$ cat src/rtl/ped_request_ctrl.sv
// Pedestrian request front end: synchronise and debounce the crosswalk button,
// latch one request, pulse pass while the light is not green, and enforce a hold-off.
module ped_request_ctrl #(
  parameter int unsigned DEB_CYCLES     = 4,
  parameter int unsigned ACK_TIMEOUT    = 4,
  parameter int unsigned HOLDOFF_CYCLES = 32
) (
  input  logic clk,
  input  logic rst,
  input  logic btn,
  input  logic R,
  input  logic G,
  input  logic Y,
  output logic pass,
  output logic wait_led,
  output logic btn_db
);

  localparam int unsigned CNT_W = 8;
  localparam logic [CNT_W-1:0] DEB_LAST  = CNT_W'(DEB_CYCLES - 1);
  localparam logic [CNT_W-1:0] ACK_LAST  = CNT_W'(ACK_TIMEOUT);
  localparam logic [CNT_W-1:0] HOLD_LAST = CNT_W'(HOLDOFF_CYCLES - 1);

  typedef enum logic [2:0] {
    ST_IDLE    = 3'd0,
    ST_PENDING = 3'd1,
    ST_GRANT   = 3'd2,
    ST_WAIT_G  = 3'd3,
    ST_HOLDOFF = 3'd4
  } state_t;

  logic             r_s1;
  logic             r_s2;
  logic             r_btn_db;
  logic             r_db_d;
  logic [CNT_W-1:0] r_deb_cnt;
  logic             r_req_lat;
  logic             r_pass;
  logic             r_wait_led;
  logic [CNT_W-1:0] r_tcnt;
  logic [CNT_W-1:0] r_hcnt;
  state_t           r_state;

  state_t           w_state_nxt;
  logic [CNT_W-1:0] w_tcnt_nxt;
  logic [CNT_W-1:0] w_hcnt_nxt;
  logic             w_press;
  logic             w_req_clr;
  logic             w_req_nxt;
  logic             w_wait_nxt;
  logic             w_unused_ry;

  // R and Y carry no decision weight; only G=0 means "not green".
  assign w_unused_ry = R ^ Y;

  // Synchroniser and debounce: level flips after DEB_CYCLES consecutive disagreeing samples.
  always_ff @(posedge clk or negedge rst) begin
    if (!rst) begin
      r_s1      <= 1'b0;
      r_s2      <= 1'b0;
      r_btn_db  <= 1'b0;
      r_db_d    <= 1'b0;
      r_deb_cnt <= '0;
    end else begin
      r_s1   <= btn;
      r_s2   <= r_s1;
      r_db_d <= r_btn_db;
      if (r_s2 != r_btn_db) begin
        if (r_deb_cnt >= DEB_LAST) begin
          r_btn_db  <= ~r_btn_db;
          r_deb_cnt <= '0;
        end else begin
          r_deb_cnt <= r_deb_cnt + CNT_W'(1);
        end
      end else begin
        r_deb_cnt <= '0;
      end
    end
  end

  assign w_press = r_btn_db & ~r_db_d;

  always_ff @(posedge clk or negedge rst) begin
    if (!rst) begin
      r_state    <= ST_IDLE;
      r_tcnt     <= '0;
      r_hcnt     <= '0;
      r_req_lat  <= 1'b0;
      r_pass     <= 1'b0;
      r_wait_led <= 1'b0;
    end else begin
      r_state    <= w_state_nxt;
      r_tcnt     <= w_tcnt_nxt;
      r_hcnt     <= w_hcnt_nxt;
      r_req_lat  <= w_req_nxt;
      r_pass     <= (w_state_nxt == ST_GRANT);
      r_wait_led <= w_wait_nxt;
    end
  end

  // Next state; WAIT_G counts its own cycles from 1 so a retry comes ACK_TIMEOUT cycles after entry.
  always_comb begin
    w_state_nxt = r_state;
    w_tcnt_nxt  = r_tcnt;
    w_hcnt_nxt  = r_hcnt;
    w_req_clr   = 1'b0;
    case (r_state)
      ST_IDLE: begin
        if (r_req_lat) w_state_nxt = ST_PENDING;
      end
      ST_PENDING: begin
        if (G) begin
          w_req_clr   = 1'b1;
          w_hcnt_nxt  = '0;
          w_state_nxt = ST_HOLDOFF;
        end else begin
          w_state_nxt = ST_GRANT;
        end
      end
      ST_GRANT: begin
        w_tcnt_nxt  = CNT_W'(1);
        w_state_nxt = ST_WAIT_G;
      end
      ST_WAIT_G: begin
        if (G) begin
          w_req_clr   = 1'b1;
          w_hcnt_nxt  = '0;
          w_state_nxt = ST_HOLDOFF;
        end else if (r_tcnt >= ACK_LAST) begin
          w_state_nxt = ST_PENDING;
        end else begin
          w_tcnt_nxt = r_tcnt + CNT_W'(1);
        end
      end
      ST_HOLDOFF: begin
        if (r_hcnt >= HOLD_LAST) begin
          w_state_nxt = r_req_lat ? ST_PENDING : ST_IDLE;
        end else begin
          w_hcnt_nxt = r_hcnt + CNT_W'(1);
        end
      end
      default: w_state_nxt = ST_IDLE;
    endcase
    // A new press on the clearing edge wins.
    w_req_nxt  = w_press | (r_req_lat & ~w_req_clr);
    w_wait_nxt = (w_state_nxt == ST_PENDING) || (w_state_nxt == ST_GRANT) ||
                 (w_state_nxt == ST_WAIT_G)  || ((w_state_nxt == ST_HOLDOFF) && w_req_nxt);
  end

  assign pass     = r_pass;
  assign wait_led = r_wait_led;
  assign btn_db   = r_btn_db;

endmodule

$ cat config.mk
export PLATFORM = sky130hd
export DESIGN_NAME = ped_request_ctrl
export DESIGN_NICKNAME = d
export VERILOG_FILES = /design/src/rtl/ped_request_ctrl.sv
export SDC_FILE = /design/constraint.sdc
export NUM_CORES = 1
export LEC_CHECK = 0
export CAP_MARGIN = 5
export CORE_AREA = 2 2 75 69
export DETAILED_ROUTE_END_ITERATION = 12
export DIE_AREA = 0 0 77 71
export PLACE_DENSITY = 0.43
export SLEW_MARGIN = 20
export SYNTH_ARGS = -nofsm -noshare
export SYNTH_HDL_FRONTEND = slang
export SYNTH_SLANG_ARGS = --single-unit
$ cat constraint.sdc
create_clock -name clk -period 2 [get_ports clk]
set_input_delay 0.5 -clock clk [delete_from_list [all_inputs] [get_ports clk]]
set_output_delay 0.5 -clock clk [all_outputs]
set_load 0.02 [all_outputs]
# == After elaboration in Yosys (flattened, before gate mapping) ==
# Index checks and enable logic that the tools add are counted.
# word_totals
ff_bits,34
elab_cells,64
# op_classes
addsub,3
n_lt_le_gt_ge,3
eq_ne,13
n_mux,17
bitwise_logic,6
n_reduce_logical,11
# op_table
cell,n
8-bit 2-to-1 mux,6
8-bit one-hot mux with 2 select lines,2
8-bit by 1-bit adder with 8-bit output (second input constant),3
3-bit 2-to-1 mux,5
3-bit one-hot mux with 5 select lines,1
3-bit by 2-bit equality test with 1-bit output (second input constant),4
8-bit by 2-bit greater-or-equal comparator with 1-bit output (second input constant),1
8-bit by 3-bit greater-or-equal comparator with 1-bit output (second input constant),1
8-bit by 5-bit greater-or-equal comparator with 1-bit output (second input constant),1
3-bit by 1-bit equality test with 1-bit output (second input constant),2
3-bit equality test (second input constant),2
2-bit != test (second input constant),3
3-bit AND reduction,2
2-bit nonzero test,2
3-bit logical NOT,1
1-bit logical OR,3
1-bit 2-to-1 mux,3
1-bit NOT,3
1-bit AND,2
2-bit by 1-bit != test with 1-bit output (second input constant),1
2-bit AND reduction,1
2-bit OR reduction,1
1-bit logical AND,1
1-bit != test,1
1-bit bitwise OR,1

# == Longest topological paths before layout ==
# Gate-level depths: netlist of run 1.
# logic_depth
word_depth,8
depth_mapped,6
ltp_nobuf,5

# == Least setup slack after synthesis of run 1 ==
# No wires, ideal clock.
# synth_timing
path_kind,register to register
start,reg r_deb_cnt[0]
end,"reg r_btn_db, in the netlist btn_db"
setup_time_ps,128
arrival_ps,1561
required_time_ps,1872
setup_slack_ps,312
path_stages_with_launch,5
path_cell_list,dfrtp_1 -> ha_1 -> or4_4 -> nor4_4 -> mux2_1
# synth_via
elab_chain_cells,2
# synth_rtl
item,line,text
from (decl),36,logic [CNT_W-1:0] r_deb_cnt;
from (signal assigned),73,r_deb_cnt <= r_deb_cnt + CNT_W'(1);
8-bit by 2-bit greater-or-equal comparator with 1-bit output,69,if (r_deb_cnt >= DEB_LAST) begin
2-bit AND reduction (no line),n/a,
to (signal assigned),70,r_btn_db <= ~r_btn_db;
to (decl),34,logic r_btn_db;
# Every way passes these cells.
# A chain may end at the register's enable or synchronous reset.

# == Worst setup path after layout of run 1 ==
# layout_timing
start,"reg r_btn_db, in the netlist btn_db"
end,out btn_db
# layout_rtl
item,line,text
to (decl),16,output logic btn_db
# No word-level cell between the ends.

==> results of run 1 <==
power by group:
part	switching [mW]	internal [mW]
combinational	0.278	0.223
sequential	0.0824	0.791
clock	0.234	0.277
how the worst max path moves through the flow:
stage	start	end	slack, ps	cells past startpoint
after floorplan	r_deb_cnt[0]	btn_db	310	4
after global placement	G	wait_led	160	5
after detailed placement	G	wait_led	140	5
after CTS	btn_db	btn_db	140	1
after global routing	btn_db	btn_db	100	1
final	btn_db	btn_db	160	1
cell type report:
type | count | area [um^2]
Clock buffer | 7 | 86.3
Clock inverter | 1 | 5.00
Fill cell | 509 | 3100
Inverter | 6 | 22.5
Multi-Input combinational cell | 73 | 493
Sequential cell | 34 | 851
Tap cell | 65 | 81.3
Timing Repair Buffer | 12 | 105
per-layer routing:
layer | global-route usage | vias to the layer above | wire length [um]
met5 | 0 | - | 0
met1 | 0.116 | 420 | 1080
met2 | 0.143 | 10 | 1050
met3 | 0.0319 | 4 | 72
li1 | - | 422 | -
met4 | 0.0536 | 0 | 30
state kept, by name (all words and copies together), names as in the netlist:
| signal | cells |
|---|---|
| r_state | 3 |
| r_req_lat | 1 |
| r_deb_cnt | 8 |
| r_s1 | 1 |
| r_s2 | 1 |
| pass | 1 |
| r_tcnt | 8 |
| r_hcnt | 8 |
| wait_led | 1 |
| btn_db | 1 |
| r_db_d | 1 |
Yosys cell counts (3+ instances only):
cell / instances
nand3_1: 5
and2_1: 3
nor2_1: 5
dfrtp_1: 34
nand2_1: 9
inv_1: 6
nor3_1: 3
ha_1: 4
buf_2: 3
o21ai_0: 3
a21oi_1: 3
nor2b_1: 6
o31ai_1: 3
per-stage QoR:
step           utilization  power (mW)  std cells  area, um^2
2_1_floorplan            -        1.22        116        1380
3_3_place_gp         0.327        1.38        190        1550
3_5_place_dp         0.327        1.40        190        1550
4_1_cts              0.347        1.92        198        1640
5_1_grt              0.347        2.02        198        1640
6_report             0.347        1.89        198        1640
kinds of logic (layout without fill, tap and decap cells):
family | after synthesis | after routing | synth area share
flip-flops | 34 | 34 | 0.624
adder cells (fa/ha/maj) | 4 | 4 | 0.0367
buffers and inverters | 9 | 26 | 0.0275
AND/OR/NAND/NOR | 43 | 43 | 0.187
AO/OA/AOI/OAI | 18 | 18 | 0.107
multiplexers | 1 | 1 | 0.00826
XOR/XNOR | 1 | 1 | 0.00643
other | 1 | 6 | 0.00275
==> flow_summary.json, run 1 <==
{
  "skew_ps": 6.05,
  "holdBufCountCts": 0,
  "ys_top_cells_by_area": "dfrtp_1 (62%), ha_1 (3.7%), nor2b_1 (2.8%)",
  "clock_sinks": 34,
  "nets": 142,
  "num_antenna_cells": 0,
  "place.gp.congestion": 0.674,
  "synth_edf_count": 0,
  "drv_slew": 0,
  "status": "finished clean",
  "dpl_worst_slack_ps": 141,
  "core_area_um2": 4740,
  "cts_resized": 0,
  "antenna_found_initial": 0,
  "clk_pin_slew_worst_paths_ps": 70,
  "fp.dieH_um": 71,
  "crit_fanout": 5,
  "clockBufferDepth": 2,
  "cts_tree": "built",
  "r2r-start": "r_deb_cnt[0]",
  "yosys_warnings": 0,
  "hold_path.class": "flop to flop",
  "grt_max_degree": 35,
  "synth_area_per_cell_um2": 12.3,
  "end_kind": "output pin",
  "drv_cap": 0,
  "critPathRequiredTime_ps": 1500,
  "crit_type": "flop to output pin",
  "grt-ovfl-total": 0,
  "finalSetupTns_ps": 0,
  "power_density_nw_per_um2": 1150,
  "setup-violations-final": 0,
  "cts-root-buf": "clkbuf_8",
  "grt_pass1_vias": 864,
  "wl_um": 2230,
  "fin_crit_ps": 1840,
  "drc": 0,
  "wire_per_inst_um": 11.2,
  "rrSetupSlack_ps": 240,
  "hold_viol": 0,
  "worstPathCellList": "clkdlybuf4s50_1",
  "setup_slack_ps": 162,
  "grt_pass1_wl_um": 3930,
  "yosys.area.top_type": "dfrtp_1",
  "cp-start-kind": "flop",
  "hold_depth": 0,
  "routed_via_density": 4.32,
  "synth_cells": 111,
  "post-dp-hpwl_um": 1530,
  "via_count": 856,
  "syn_area_um2": 1360,
  "die_area_um2": 5470,
  "insertion_delay_ps": 280,
  "fmax_ghz": 0.544,
  "timing.hold.ws_ps": 374,
  "start_util": 0.287,
  "synth-seq-area-share": 0.624,
  "ys.flop_type": "dfrtp_1",
  "io_buffer_count": 6,
  "syn2layout_area_growth_pct": 20.7,
  "htreeDepth": 2,
  "die_w_um": 77,
  "critPathTopFamily": "buffers and inverters",
  "async_reset_ff_frac": 1.00,
  "final_cell_mix": "dfrtp_1 (34), nand2_1 (9)",
  "numCtsBuffers": 5,
  "io_pins": 9,
  "slowest_stage": "clkdlybuf4s50_1",
  "track_usage": 0.0934,
  "layout_commonest_cell": "dfrtp_1",
  "reg2reg_depth": 4,
  "drt_iter0_drc": 58,
  "postCtsSetupBuffers": 0,
  "drive_above_1_share": 0.128,
  "yosys.area.top_type_share": 0.624,
  "synth.distinct_cells": 31,
  "cpPeakStageDelay_ps": 640,
  "arrival_ps": 1340,
  "drtPass1Iterations": 4,
  "hp-start": "r_s1",
  "cp_num_buf_inv": 1,
  "reg2reg_to": "btn_db",
  "drtAntennaViolNets": 0,
  "ir_drop_uv": 497,
  "worstHoldEndpoint": "r_s2",
  "rsz0062_at_grt": "false",
  "total_leakage_power_nw": 0.760,
  "core.rowCount": 24,
  "fin_crit_sh": 0.919,
  "ys_seq_elements": 34
}
(Power assumes the default switching activity.)
==> run 2: changes to the inputs <==
--- a/config.mk
+++ b/config.mk
@@ -5,6 +5,7 @@
 export SDC_FILE = /design/constraint.sdc
 export NUM_CORES = 1
 export LEC_CHECK = 0
+export ABC_CLOCK_PERIOD_IN_PS = 2000
 export CAP_MARGIN = 5
 export CORE_AREA = 2 2 75 69
 export DETAILED_ROUTE_END_ITERATION = 12
==> results of run 2 <==
Final layout, timing and power as in run 1 (identical DEF).
==> run 3: changes to the inputs <==
--- a/config.mk
+++ b/config.mk
@@ -5,11 +5,12 @@
 export SDC_FILE = /design/constraint.sdc
 export NUM_CORES = 1
 export LEC_CHECK = 0
-export ABC_CLOCK_PERIOD_IN_PS = 2000
+export ABC_CLOCK_PERIOD_IN_PS = 2150
 export CAP_MARGIN = 5
 export CORE_AREA = 2 2 75 69
 export DETAILED_ROUTE_END_ITERATION = 12
 export DIE_AREA = 0 0 77 71
+export GPL_ROUTABILITY_DRIVEN = 0
 export PLACE_DENSITY = 0.43
 export SLEW_MARGIN = 20
 export SYNTH_ARGS = -nofsm -noshare
==> constraint.sdc (replaced) <==
create_clock -name clk -period 2.15 [get_ports clk]
set_input_delay 0.5375 -clock clk [delete_from_list [all_inputs] [get_ports clk]]
set_output_delay 0.5375 -clock clk [all_outputs]
set_load 0.02 [all_outputs]
==> run 3 against run 2 <==
  * Cell area up 1.7%
  * Worst hold slack worse by 19 ps
  * Non-clock buffer count decreased by 3
  * Clock power up 40%
  * Sequential power fell by 7.3%
  * Final cell count fell by 1.5%
  * Critical endpoint unchanged
  * Critical path type unchanged
  * Core utilization increased by 0.61 points
  * Setup slack better by 130 ps
==> flow_summary.json, run 3 (synthesis results as in run 1) <==
{
  "status": "finished clean",
  "htreeDepth": 2,
  "final_cell_mix": "dfrtp_1 (34), nand2_1 (9)",
  "timing.hold.ws_ps": 355,
  "fillCellCount": 507,
  "finalSetupTns_ps": 0,
  "crit_type": "flop to output pin",
  "rrSetupSlack_ps": 380,
  "placedInstanceArea_um2": 1530,
  "die_w_um": 77,
  "cts_resized": 0,
  "total_leakage_power_nw": 0.769,
  "reg2reg_to": "btn_db",
  "numCtsBuffers": 5,
  "worstPathCellList": "clkdlybuf4s50_1",
  "core_area_um2": 4740,
  "worstHoldEndpoint": "r_s2",
  "layout_commonest_cell": "dfrtp_1",
  "hold_depth": 0,
  "dpl_worst_slack_ps": 178,
  "postCtsSetupBuffers": 0,
  "setup_slack_ps": 287,
  "hold_viol": 0,
  "insertion_delay_ps": 280,
  "skew_ps": 5.02,
  "clockBufferDepth": 2,
  "wl_um": 2070,
  "drv_slew": 0,
  "crit_fanout": 5,
  "routed_via_density": 4.26,
  "drt_iter0_drc": 24,
  "grt_pass1_vias": 895,
  "drtPass1Iterations": 4,
  "hold_path.class": "flop to flop",
  "holdBufCountCts": 0,
  "start_util": 0.287,
  "nets": 139,
  "cp_num_buf_inv": 1,
  "cp-start-kind": "flop",
  "drive_above_1_share": 0.115,
  "cts_tree": "built",
  "grt_max_degree": 35,
  "arrival_ps": 1330,
  "reg2reg_depth": 4,
  "io_buffer_count": 6,
  "drc": 0,
  "stdcell_area_um2": 1670,
  "drv_cap": 0,
  "clock_sinks": 34,
  "fp.dieH_um": 71,
  "via_count": 830,
  "hp-start": "r_s1",
  "ir_drop_uv": 497,
  "num_antenna_cells": 0,
  "setup-violations-final": 0,
  "r2r-start": "r_deb_cnt[0]",
  "antenna_found_initial": 0,
  "io_pins": 9,
  "post-dp-hpwl_um": 1440,
  "wire_per_inst_um": 10.6,
  "fin_crit_sh": 0.867,
  "drtAntennaViolNets": 0,
  "critPathTopFamily": "buffers and inverters",
  "track_usage": 0.0953,
  "total_power_mw": 1.96,
  "core.rowCount": 24,
  "cpPeakStageDelay_ps": 630,
  "slowest_stage": "clkdlybuf4s50_1",
  "grt-ovfl-total": 0,
  "syn2layout_area_growth_pct": 22.8,
  "fin_crit_ps": 1860,
  "clk_pin_slew_worst_paths_ps": 70,
  "grt_pass1_wl_um": 3970,
  "die_area_um2": 5470,
  "power_density_nw_per_um2": 1170,
  "rsz0062_at_grt": "false",
  "critPathRequiredTime_ps": 1610,
  "cts-root-buf": "clkbuf_8",
  "end_kind": "output pin",
  "reg_top3": "r_deb_cnt (8), r_hcnt (8), r_tcnt (8)",
  "fmax_ghz": 0.537
}
run 3: cell types whose count changed in the layout (fill, tap and decap cells not counted), sizes merged:
cell,change
clkinv,-1
clkbuf,-1
buf,-3
bufinv,+2
run 3: area by class of cell:
cell class,instances,area [um^2],share of cell area
flip-flops and latches,34,851,0.509
multi-input cells,73,493,0.295
repair buffers,9,82.6,0.0494
inverters,6,22.5,0.0135
well taps,65,81.3,0.0486
clock inverters,2,60.1,0.0359
clock buffers,6,82.6,0.0494
run 3: power by group:
part / internal (mW) / total [mW] / switching [mW]
Combinational: 0.187 / 0.436 / 0.249
Clock: 0.494 / 0.716 / 0.222
Sequential: 0.736 / 0.810 / 0.0744
Total: 1.42 / 1.96 / 0.546
run 3: worst max-delay path by stage:
stage	startpoint	to	slack, ps	cells past startpoint
2_1_floorplan	r_deb_cnt[0]	btn_db	460	4
3_3_place_gp	G	r_tcnt[1]	200	4
3_5_place_dp	G	r_tcnt[1]	180	4
4_1_cts	btn_db	btn_db	270	1
5_1_grt	btn_db	btn_db	210	1
6_report	btn_db	btn_db	290	1
run 3: metal layers:
metal	share of wire	wire length, um	track usage	vias up
met5	0	0	0	-
met3	0.050	103	0.0408	4
li1	-	-	-	417
met1	0.49	1010	0.116	397
met4	0.019	40	0.0536	0
met2	0.44	922	0.142	12
run 3: stage by stage:
step / utilization / cells
final: 0.353 / 195
after global routing: 0.353 / 195
after CTS: 0.353 / 195
after detailed placement: 0.323 / 187
after global placement: 0.323 / 187
after floorplan: - / 116
